**config.mk**
```make
export PLATFORM = sky130hd
export DESIGN_NAME = crypto_xperm_pipe
export DESIGN_NICKNAME = d
export VERILOG_FILES = /design/src/rtl/crypto_instr_pkg.sv /design/src/rtl/crypto_xperm_core.sv /design/src/rtl/crypto_xperm_pipe.sv
export SDC_FILE = /design/constraint.sdc
export NUM_CORES = 1
export LEC_CHECK = 0
export BUFFER_PORTS_ARGS = -buffer_cell sky130_fd_sc_hd__buf_2
export CAP_MARGIN = 15
export CORE_ASPECT_RATIO = 1.2
export CORE_UTILIZATION = 25
export CTS_BUF_LIST = sky130_fd_sc_hd__clkbuf_16
export CTS_CLUSTER_SIZE = 20
export DETAILED_ROUTE_END_ITERATION = 7
export PLACE_DENSITY = 0.47
export SETUP_SLACK_MARGIN = 0.05
export SYNTH_ARGS = -nofsm -noshare
export SYNTH_HDL_FRONTEND = slang
export SYNTH_SLANG_ARGS = --single-unit
export TNS_END_PERCENT = 1
```
**constraint.sdc**
```tcl
create_clock -name clk_i -period 1.95 [get_ports clk_i]
set_clock_uncertainty 0.15 [all_clocks]
set_input_delay 0.39 -clock clk_i [delete_from_list [all_inputs] [get_ports clk_i]]
set_output_delay 0.39 -clock clk_i [all_outputs]
set_load 0.02 [all_outputs]
```
**src/rtl/crypto_instr_pkg.sv**
```systemverilog
// Shared types and widths for the crypto permutation instructions.
// XLEN selects the RV32 (32) or RV64 (64) datapath width.
package crypto_instr_pkg;

   localparam int unsigned XLEN  = 64;
   localparam int unsigned NBYTE = XLEN / 8;
   localparam int unsigned NNIB  = XLEN / 4;

   typedef enum logic [1:0] {
      XPERM_OP_NONE = 2'd0,
      XPERM_OP_4    = 2'd1,
      XPERM_OP_8    = 2'd2
   } crypto_xperm_op_t;

endpackage

```
**src/rtl/crypto_xperm_core.sv**
```systemverilog
// Combinational xperm4/xperm8 lookup: rs1 is the table, rs2 the indices.
// Out-of-range indices select zero; an unknown op flags illegal.
module crypto_xperm_core
   import crypto_instr_pkg::*;
(
   input  crypto_xperm_op_t op_i,
   input  logic [XLEN-1:0]  rs1_i,
   input  logic [XLEN-1:0]  rs2_i,
   output logic [XLEN-1:0]  result_o,
   output logic             illegal_o
);

   logic [XLEN-1:0] perm8;
   logic [XLEN-1:0] perm4;

   // An index matching no table entry leaves its lane at zero.
   always_comb begin
      perm8 = '0;
      for (int k = 0; k < NBYTE; k++) begin
         for (int j = 0; j < NBYTE; j++) begin
            if (rs2_i[8*k +: 8] == 8'(j)) begin
               perm8[8*k +: 8] = rs1_i[8*j +: 8];
            end
         end
      end
   end

   always_comb begin
      perm4 = '0;
      for (int k = 0; k < NNIB; k++) begin
         for (int j = 0; j < NNIB; j++) begin
            if (rs2_i[4*k +: 4] == 4'(j)) begin
               perm4[4*k +: 4] = rs1_i[4*j +: 4];
            end
         end
      end
   end

   always_comb begin
      result_o  = '0;
      illegal_o = 1'b0;
      unique case (op_i)
         XPERM_OP_8: result_o = perm8;
         XPERM_OP_4: result_o = perm4;
         default:    illegal_o = 1'b1;
      endcase
   end

endmodule

```
**src/rtl/crypto_xperm_pipe.sv**
```systemverilog
// Two-stage xperm pipe: S1 holds operands, S2 holds the result.
// Valid/ready on both sides; flush kills everything in flight.
module crypto_xperm_pipe
   import crypto_instr_pkg::*;
#(
   parameter int unsigned TRANS_ID_BITS = 3
) (
   input  logic                     clk_i,
   input  logic                     rst_ni,
   input  logic                     flush_i,
   input  logic                     valid_i,
   output logic                     ready_o,
   input  crypto_xperm_op_t         op_i,
   input  logic [XLEN-1:0]          rs1_i,
   input  logic [XLEN-1:0]          rs2_i,
   input  logic [TRANS_ID_BITS-1:0] trans_id_i,
   output logic                     valid_o,
   input  logic                     ready_i,
   output logic [XLEN-1:0]          result_o,
   output logic [TRANS_ID_BITS-1:0] trans_id_o,
   output logic                     illegal_o,
   output logic                     busy_o
);

   logic                     s1_valid_q, s1_valid_d;
   crypto_xperm_op_t         s1_op_q,    s1_op_d;
   logic [XLEN-1:0]          s1_rs1_q,   s1_rs1_d;
   logic [XLEN-1:0]          s1_rs2_q,   s1_rs2_d;
   logic [TRANS_ID_BITS-1:0] s1_tid_q,   s1_tid_d;

   logic                     s2_valid_q, s2_valid_d;
   logic [XLEN-1:0]          s2_res_q,   s2_res_d;
   logic [TRANS_ID_BITS-1:0] s2_tid_q,   s2_tid_d;
   logic                     s2_ill_q,   s2_ill_d;

   logic            issue;
   logic            advance;
   logic [XLEN-1:0] core_res;
   logic            core_ill;

   assign ready_o = !flush_i && (!s1_valid_q || !s2_valid_q || ready_i);
   assign issue   = valid_i && ready_o;
   assign advance = s1_valid_q && (!s2_valid_q || ready_i);

   crypto_xperm_core u_core (
      .op_i      (s1_op_q),
      .rs1_i     (s1_rs1_q),
      .rs2_i     (s1_rs2_q),
      .result_o  (core_res),
      .illegal_o (core_ill)
   );

   always_comb begin
      s1_valid_d = s1_valid_q;
      s1_op_d    = s1_op_q;
      s1_rs1_d   = s1_rs1_q;
      s1_rs2_d   = s1_rs2_q;
      s1_tid_d   = s1_tid_q;
      s2_valid_d = s2_valid_q;
      s2_res_d   = s2_res_q;
      s2_tid_d   = s2_tid_q;
      s2_ill_d   = s2_ill_q;

      if (issue) begin
         s1_op_d  = op_i;
         s1_rs1_d = rs1_i;
         s1_rs2_d = rs2_i;
         s1_tid_d = trans_id_i;
      end

      // S2 data only moves when S2 is empty or being drained.
      if (advance) begin
         s2_res_d = core_res;
         s2_tid_d = s1_tid_q;
         s2_ill_d = core_ill;
      end

      if (flush_i) begin
         s1_valid_d = 1'b0;
         s2_valid_d = 1'b0;
      end else begin
         if (issue) begin
            s1_valid_d = 1'b1;
         end else if (advance) begin
            s1_valid_d = 1'b0;
         end
         if (advance) begin
            s2_valid_d = 1'b1;
         end else if (ready_i) begin
            s2_valid_d = 1'b0;
         end
      end
   end

   always_ff @(posedge clk_i or negedge rst_ni) begin
      if (!rst_ni) begin
         s1_valid_q <= 1'b0;
         s1_op_q    <= XPERM_OP_NONE;
         s1_rs1_q   <= '0;
         s1_rs2_q   <= '0;
         s1_tid_q   <= '0;
         s2_valid_q <= 1'b0;
         s2_res_q   <= '0;
         s2_tid_q   <= '0;
         s2_ill_q   <= 1'b0;
      end else begin
         s1_valid_q <= s1_valid_d;
         s1_op_q    <= s1_op_d;
         s1_rs1_q   <= s1_rs1_d;
         s1_rs2_q   <= s1_rs2_d;
         s1_tid_q   <= s1_tid_d;
         s2_valid_q <= s2_valid_d;
         s2_res_q   <= s2_res_d;
         s2_tid_q   <= s2_tid_d;
         s2_ill_q   <= s2_ill_d;
      end
   end

   assign valid_o    = s2_valid_q;
   assign result_o   = s2_res_q;
   assign trans_id_o = s2_tid_q;
   assign illegal_o  = s2_ill_q;
   assign busy_o     = s1_valid_q || s2_valid_q;

endmodule

```
Word level (Yosys, flattened, before mapping)
Cells that the tools add are included.

word-level totals
  flip-flop bits (word level) = 203
  latch bits = 0
  RAM bits = 0
  ROM bits = 0
  bits of input ports = 138
  memories kept = 0

cells by class
  $add $sub $neg = 0
  $mul = 0
  div/mod/pow operators = 0
  magnitude comparators = 0
  equality and inequality tests = 298
  shifts and indexed selects = 0
  multiplexer cells = 328
  bitwise logic cells = 0
  reductions and logical operators = 37

operator list
  cell                                                 count
  2-to-1 mux 4 bit                                     256
  equality test 4 bit, second input constant           128
  2-to-1 mux 8 bit                                     64
  equality test 4 x 3 -> 1 bit, second input constant  64
  equality test 8 x 3 -> 1 bit, second input constant  32
  equality test 4 x 2 -> 1 bit, second input constant  32
  equality test 8 x 2 -> 1 bit, second input constant  16
  one-hot mux 64 bit (2 select lines)                  1
  equality test 4 x 1 -> 1 bit, second input constant  16
  equality test 8 x 1 -> 1 bit, second input constant  8
  logical NOT 4 bit                                    16
  logical NOT 8 bit                                    8
  2-to-1 mux 1 bit                                     7
  nonzero test 3 bit                                   2
  logical OR 1 bit                                     4
  logical AND 1 bit                                    3
  logical NOT 1 bit                                    3
  equality test 2 x 1 -> 1 bit, second input constant  1
  equality test 2 bit, second input constant           1
  OR reduction 2 bit                                   1

Depth between registers and ports, before layout
Gate-level depths: netlist of the first run.

  depth in word-level cells = 18
  gate-level depth with buffers = 10
  gate-level depth less buffers = 8

Hierarchy
From an unflattened synthesis of the first run, not the netlist that was laid out.

unflattened totals
  cells, all modules = 2967
  area total of the unflattened synthesis = 24194.5 um^2

modules (own cells, without submodules)
  module             instances  cells each  area an instance (um^2)  sequential area each (um^2)
  crypto_xperm_core  1          2532        16647.2                  0.0
  crypto_xperm_pipe  1          435         7547.2                   5079.9

Worst setup path after synthesis of the first run
OpenSTA, ideal clock, no wires.

  path type = register to register
  start point = register s2_valid_q (netlist: valid_o)
  end point = register s1_rs1_q[0]
  arrival time = 1.980 ns
  required time = 1.675 ns
  path slack = -0.305 ns
  stages on the path, launching flop included = 7
  path buffers = 2
  period minus slack after synthesis = 2.255 ns
  path through = dfrtp_1 nor2b_1 a21oi_1 nand2_1 clkbuf_1 buf_2 mux2_2

on the way
  longest elaborated chain between the ends = 5

RTL lines
  element                         line                      source
  from (decl)                     crypto_xperm_pipe.sv:31   logic s2_valid_q, s2_valid_d;
  from (signal assigned)          crypto_xperm_pipe.sv:112  s2_valid_q <= s2_valid_d;
  logical NOT 1 bit               crypto_xperm_pipe.sv:41   assign ready_o = !flush_i && (!s1_valid_q || !s2_valid_q || ready_i);
  logical OR 1 bit (2 in series)  crypto_xperm_pipe.sv:41
  logical AND 1 bit               crypto_xperm_pipe.sv:41
  via ready_o                     crypto_xperm_pipe.sv:12   output logic ready_o,
  logical AND 1 bit               crypto_xperm_pipe.sv:42   assign issue = valid_i && ready_o;
  to (signal assigned)            crypto_xperm_pipe.sv:109  s1_rs1_q <= s1_rs1_d;
  to (decl)                       crypto_xperm_pipe.sv:27   logic [XLEN-1:0] s1_rs1_q, s1_rs1_d;

The timed path passes the listed nets, and every way through them passes these cells.
A chain may end at the register's enable or synchronous reset.

Worst setup path after layout of the first run
  start point = register s1_rs1_q[1]
  end point = register s2_res_q[37] (netlist: result_o[37])

on the way
  longest elaborated chain between the ends = 17

RTL lines
  element                              line                      source
  2-to-1 mux 4 bit (16 in series)      crypto_xperm_core.sv:32   if (rs2_i[4*k +: 4] == 4'(j)) begin
  one-hot mux 64 bit (2 select lines)  crypto_xperm_core.sv:42   unique case (op_i)
  to (signal assigned)                 crypto_xperm_pipe.sv:113  s2_res_q <= s2_res_d;
  to (decl)                            crypto_xperm_pipe.sv:32   logic [XLEN-1:0] s2_res_q, s2_res_d;

Every way passes these cells.

==> flow_summary.yaml, run 1 <==
yosys:
  synthDistinctLibCells: 79
  syn_inst: 2929
  yosysTopAreaCell: "dfrtp_1"
  syn_area_um2: 23900
  synth_top_area_share_pct: 21.2
  ys_ff_latch: 203
  synth_most_common_cell: "clkbuf_1"
  ys_warn_count: 0
  ys_async_sr_fraction_pct: 100
  synth.area.top_cells: "dfrtp_1, mux4_2, mux2_2"
  seq_area_frac_synth_pct: 21.2
  synth_fp_nets: 3069
  syn_area_per_cell_um2: 8.17
  synth_common_cells: "clkbuf_1, o21ai_0, nand2_1"
  synth_edf_count: 0
  ys.flop_type: "dfrtp_1"
route:
  routed.top_layer: "met5"
  avgViaCountPerCell: 5.93
  wl_per_cell_um: 31.0
  vias: 30300
  met1Wirelength_um: 61100
  dr.pass1.iters: 5
  drc: 0
  wirelength_um: 158000
  drt_iter0_drc: 3292
  drtAntennaViolNets: 0
  route.met3.wl_um: 14300
  wl_met2_um: 70900
placed_design:
  hpwlAfterDp_um: 120000
  port_buffers: 208
  place_ws_ns: -1.00
  gp_congestion: 1.02
floorplanning:
  die_width_um: 284
  coreArea_um2: 94300
  die_area_um2: 96900
  fp.dieH_um: 341
  fp-row-count: 123
  start_util_pct: 25.4
  io_pins: 209
clocking:
  cts_root_buffer: "clkbuf_16"
  cts_sinks: 203
  path_clk_slew_ns: 0.07
  cts.path.max_buffers: 3
  clk_latency_ns: 0.65
  cts_tree: "built"
  htreeDepth: 1
  cts_buffers: 28
cells_and_area:
  finalNetCount: 3985
  final_util_pct: 39.3
  synthToLayoutAreaGrowth_pct: 54.9
  drive_gt1_share_pct: 44.3
critical_path:
  crit_arrival_ns: 2.59
  cp-end-kind: "flip-flop"
  critical_path_class: "reg -> reg"
  crit_path_start_kind: "flip-flop"
  critPathMaxFanout: 7
  required_ns: 2.30
timing:
  finalMaxSlewViolations: 0
  fmax_mhz: 445
  timing.final.crit_share_pct: 115
  slew_headroom_pct: 61.2
  worst_slack_ns: -0.298
  fin_crit_ns: 2.25
  grt_setup_unrepaired: "yes"
  worstMarginPinSlew_ns: 0.575
  setup_viol_count_final: 65
  finalHoldViolations: 0
run_status:
  violations: "setup timing"
  status: "complete, but fails checks"
hold_path:
  hp-class: "in -> async"
global_route:
  grt_pass1_wl_um: 224000
  grt_pass1_vias: 30100
  antenna_found_initial: 9
  globalRouteOverflowTotal: 0
  grt_max_degree: 55
  grt_usage_pct: 31.7
power_and_ir_drop:
  power.density_nw_per_um2: 888
  leakage_nw: 15.7
  ir_drop_mv: 0.776
  finalPower_mw: 32.9
run:
  max-cap-violations: 0
[critical path, cell delays in order (launching register included)]
cell	delay, ns
dfrtp_2	0.56
buf_8	0.23
mux4_2	0.45
a21oi_1	0.15
o31ai_1	0.10
a21oi_1	0.23
buf_4	0.16
o21ai_0	0.08
[logic make-up after synthesis]
family	Yosys count	synth area share, %
flops	203	21.2
mux	448	26.1
simple gates	759	15.7
fa+ha+maj	2	0.105
buf+inv	492	8.37
compound gates	1025	28.5
[worst paths after layout]
check,from,end,slack [ns],depth (start not counted)
setup / recovery,s1_rs1_q[1]$_DFFE_PN0P_,result_o[37]$_DFFE_PN0P_,-0.30,7
hold / removal,rst_ni,result_o[8]$_DFFE_PN0P_,0.05,2
setup reg to reg,s1_rs1_q[1]$_DFFE_PN0P_,result_o[37]$_DFFE_PN0P_,-0.30,7
hold reg to reg,result_o[40]$_DFFE_PN0P_,result_o[40]$_DFFE_PN0P_,0.33,2
max in group asynchronous,rst_ni,s1_rs1_q[40]$_DFFE_PN0P_,0.87,4
min in group clk_i,ready_i,valid_o$_DFFE_PN0P_,0.17,4
[flip-flops by register name, indices dropped and copies added (netlist names)]
signal      flops
trans_id_o      3
s1_rs2_q       64
illegal_o       1
s1_tid_q        3
valid_o         1
s1_op_q         2
s1_rs1_q       64
s1_valid_q      1
result_o       64
[repair_timing]
| action | 4_1_cts | 5_1_grt |
|---|---|---|
| endpoints found under the setup margin | 80 | 115 |
| setup buffers | 9 | 16 |
| resized for setup | 209 | 134 |
| hold buffers | 136 | 0 |
| hold endpoints to repair | 279 | 0 |
| pin swaps | 39 | 31 |
| cloned | 1 | 1 |
[final cells by class]
type | instances | area (µm²)
fill | 9712 | 57300
inverter | 68 | 263
clock inverter | 23 | 161
tap | 1250 | 1560
clock buffer | 28 | 701
antenna | 1 | 2.50
timing repair buffer | 1310 | 11600
sequential | 203 | 5130
multi-input combinational | 2234 | 17600
[placed cells by master (no fill, tap or decap), types with 16 or more instances in the layout]
master	synthesis	layout
buf_4	2	763
dlygate4sd3_1	0	136
buf_2	105	205
nor3b_1	19	18
o22ai_1	81	78
o31ai_1	22	22
nor2b_1	66	57
buf_6	2	68
inv_1	65	64
dfrtp_1	203	165
a211oi_1	31	25
or3_1	19	17
clkbuf_16	0	29
mux2_2	191	181
nand2b_1	66	63
buf_12	0	126
a22oi_1	57	46
mux2i_1	136	132
nand3_1	42	38
nor3_1	51	43
o21ai_1	0	34
o21ai_0	248	211
nand4_1	28	28
mux4_2	121	121
o221ai_1	41	40
a2bb2oi_1	17	16
a21oi_1	201	194
a31oi_1	44	41
a32oi_1	19	16
nand2_1	223	213
a211o_1	17	17
nor2_1	172	163
dfrtp_2	0	36
o211ai_1	33	33
[where the power goes]
group / internal [mW] / switching, mW / leakage, nW / total [mW]
clock network: 2.74 / 2.41 / 0.422 / 5.15
logic: 9.99 / 11.8 / 12.8 / 21.8
registers: 4.90 / 1.02 / 2.48 / 5.92
[metrics by stage]
| stage | area (µm²) | instances | hold slack, ns | TNS (ns) |
|---|---|---|---|---|
| global placement | 33400 | 4903 | 0.111 | -20.73 |
| global route | 37000 | 5116 | 0.0692 | -13.94 |
| finish | 37000 | 5117 | 0.0514 | -9.88 |
| detailed placement | 33400 | 4903 | 0.111 | -21.60 |
| floorplan | 23900 | 2929 | -0.0556 | -22.86 |
| CTS | 36400 | 5100 | 0.0528 | -9.97 |
[metal layers]
layer	vias to the layer above	global-route usage, %
met4	4	20.2
met5	-	0
li1	13000	-
met1	14900	39.5
met3	540	5.93
met2	1857	50.3
No activity file was read; power rests on OpenSTA's default activity.
==> run 2, diff against run 1 <==
--- a/config.mk
+++ b/config.mk
@@ -12,7 +12,7 @@
 export CTS_BUF_LIST = sky130_fd_sc_hd__clkbuf_16
 export CTS_CLUSTER_SIZE = 20
 export DETAILED_ROUTE_END_ITERATION = 7
-export PLACE_DENSITY = 0.47
+export PLACE_DENSITY = 0.46
 export SETUP_SLACK_MARGIN = 0.05
 export SYNTH_ARGS = -nofsm -noshare
 export SYNTH_HDL_FRONTEND = slang
==> constraint.sdc (replaced) <==
create_clock -name clk_i -period 2.6 [get_ports clk_i]
set_clock_uncertainty 0.15 [all_clocks]
set_input_delay 0.52 -clock clk_i [delete_from_list [all_inputs] [get_ports clk_i]]
set_output_delay 0.52 -clock clk_i [all_outputs]
set_load 0.02 [all_outputs]
==> flow_summary.yaml, run 2 (same netlist as run 1, synthesis figures left out) <==
floorplanning:
  die_width_um: 284
  die_area_um2: 96900
  io_pins: 209
  start_util_pct: 25.4
  fp-row-count: 123
  coreArea_um2: 94300
  fp.dieH_um: 341
timing:
  hold_ws_ns: 0.0121
  fmax_mhz: 403
  setup_viol_count_final: 0
  worst_slack_ns: 0.120
  slew_headroom_pct: 28.3
  timing.final.crit_share_pct: 95.4
  worstMarginPinSlew_ns: 1.08
  grt_setup_unrepaired: "yes"
  fin_crit_ns: 2.48
  finalHoldViolations: 0
  finalSetupTns_ns: 0
  finalMaxSlewViolations: 0
critical_path:
  critPathMaxFanout: 8
  required_ns: 2.93
  regToRegSetupSlack_ns: 0.12
  regToRegStartpoint: "s1_rs1_q[4]$_DFFE_PN0P_"
  critical_path_class: "reg -> reg"
  crit_path_max_incr_delay_ns: 0.57
  path_delay_family: "compound AO/OA/AOI/OAI gates"
  crit_chain: "buf_12 -> buf_4 -> mux2_2 -> o22ai_1 -> mux2i_1 -> a221o_1 -> a32oi_1 -> o21ai_0"
  crit_path_start_kind: "flip-flop"
  crit_arrival_ns: 2.81
  reg2reg_to: "result_o[8]$_DFFE_PN0P_"
  critPathBufInv: 2
  cp-end-kind: "flip-flop"
  ff2ff_path_depth: 8
  cp_slowest_cell: "dfrtp_1"
global_route:
  grt_pass1_wl_um: 201000
  grt_max_degree: 52
  grt_usage_pct: 28.1
  antenna_found_initial: 2
  grt_pass1_vias: 27200
  globalRouteOverflowTotal: 0
power_and_ir_drop:
  comb_power_share_pct: 58.8
  sw_frac_of_total_pct: 47.9
  p_clk_share_pct: 18.3
  power_switching_mw: 10.3
  power.density_nw_per_um2: 691
  leakage_nw: 12.6
  p_int_mw: 11.2
  seqPwrFrac_pct: 22.9
  ir_drop_mv: 0.445
cells_and_area:
  nFillCells: 9971
  final_common_cell: "buf_4"
  drive_gt1_share_pct: 31.2
  synthToLayoutAreaGrowth_pct: 30.0
  multi_input_area_um2: 16900
  final_cell_mix: "buf_4, o21ai_0, nand2_1, buf_2, a21oi_1"
  finalNetCount: 3439
  ff_latch_area_um2: 5100
placed_design:
  gp_congestion: 1.00
  port_buffers: 208
  hpwlAfterDp_um: 101000
  place_ws_ns: 0.0302
hold_path:
  holdPathStages: 2
  hp-class: "in -> reg"
  holdPathEnd: "s1_rs2_q[31]$_DFFE_PN0P_"
  hp-start: "rs2_i[31]"
route:
  drtAntennaViolNets: 0
  avgViaCountPerCell: 6.14
  drt_iter0_drc: 3893
  wl_per_cell_um: 30.8
  vias: 28000
  dr.pass1.iters: 8
  drc: 2
  wirelength_um: 141000
clocking:
  cts.path.max_buffers: 3
  cts_root_buffer: "clkbuf_16"
  cts_tree: "built"
  htreeDepth: 1
  cts_buffers: 27
  path_clk_slew_ns: 0.06
  clk_latency_ns: 0.63
  cts_sinks: 203
run:
  max-cap-violations: 0
run_status:
  status: "complete, but fails checks"
  violations: "DRC"
run 2: layer usage:
metal  global-route usage [%]  vias to the layer above  share of wire, %
met4                     18.2                        0               7.6
met5                        0                        -                 0
met3                     6.14                      546                10
li1                         -                    11900                 -
met1                     35.4                    13600                39
met2                     43.3                     1941                43
run 2: repair_timing:
item | CTS | global route
buffers inserted | 0 | 0
endpoints found under the setup margin | 3 | 18
hold buffers | 125 | 0
hold endpoints to repair | 164 | 0
resized for setup | 1 | 12
pin swaps | 0 | 0
run 2: power groups by stage:
stage,Clock [mW],Combinational [mW],Sequential [mW]
global route,4.15,13.2,4.93
detailed placement,0,12.1,4.91
global placement,0,12.1,4.91
finish,3.93,12.6,4.92
floorplan,0,7.23,4.21
CTS,4.06,12.3,4.86
run 2: worst max path at each step:
stage          slack (ns)                  endpoint                startpoint  cells after the start
3_3_place_gp         0.02  result_o[31]$_DFFE_PN0P_   s1_rs1_q[7]$_DFFE_PN0P_                      5
3_5_place_dp         0.03  result_o[31]$_DFFE_PN0P_   s1_rs1_q[7]$_DFFE_PN0P_                      5
5_1_grt              0.02  result_o[53]$_DFFE_PN0P_  s1_rs2_q[50]$_DFFE_PN0P_                      7
2_1_floorplan        0.34   s1_rs1_q[0]$_DFFE_PN0P_                   ready_i                      6
4_1_cts              0.02  result_o[31]$_DFFE_PN0P_   s1_rs1_q[7]$_DFFE_PN0P_                      5
6_report             0.12   result_o[8]$_DFFE_PN0P_   s1_rs1_q[4]$_DFFE_PN0P_                      8
run 2: through the flow:
stage	total power, mW	instances	util [%]	cell area, µm²
after floorplan	11.4	2929	-	23900
after global placement	17.1	4395	30.7	28900
after detailed placement	17.0	4395	30.7	28900
after CTS	21.2	4570	32.9	31100
after global routing	22.3	4570	33.0	31100
final	21.5	4571	33.0	31100
run 2: worst register-to-register path, stage by stage, from the launching register on:
cell and delay (ns):
dfrtp_1 0.57, buf_12 0.25, buf_4 0.15, mux2_2 0.26
o22ai_1 0.15, mux2i_1 0.10, a221o_1 0.33, a32oi_1 0.27
o21ai_0 0.12
run 2: final cells by class:
class                      instances  area share (%)
sequential                       203            16.4
timing repair buffer             765            20.6
multi-input combinational       2234            54.3
clock inverter                    23           0.688
clock buffer                      27            2.17
inverter                          68           0.821
tap                             1250            5.03
antenna                            1         0.00805
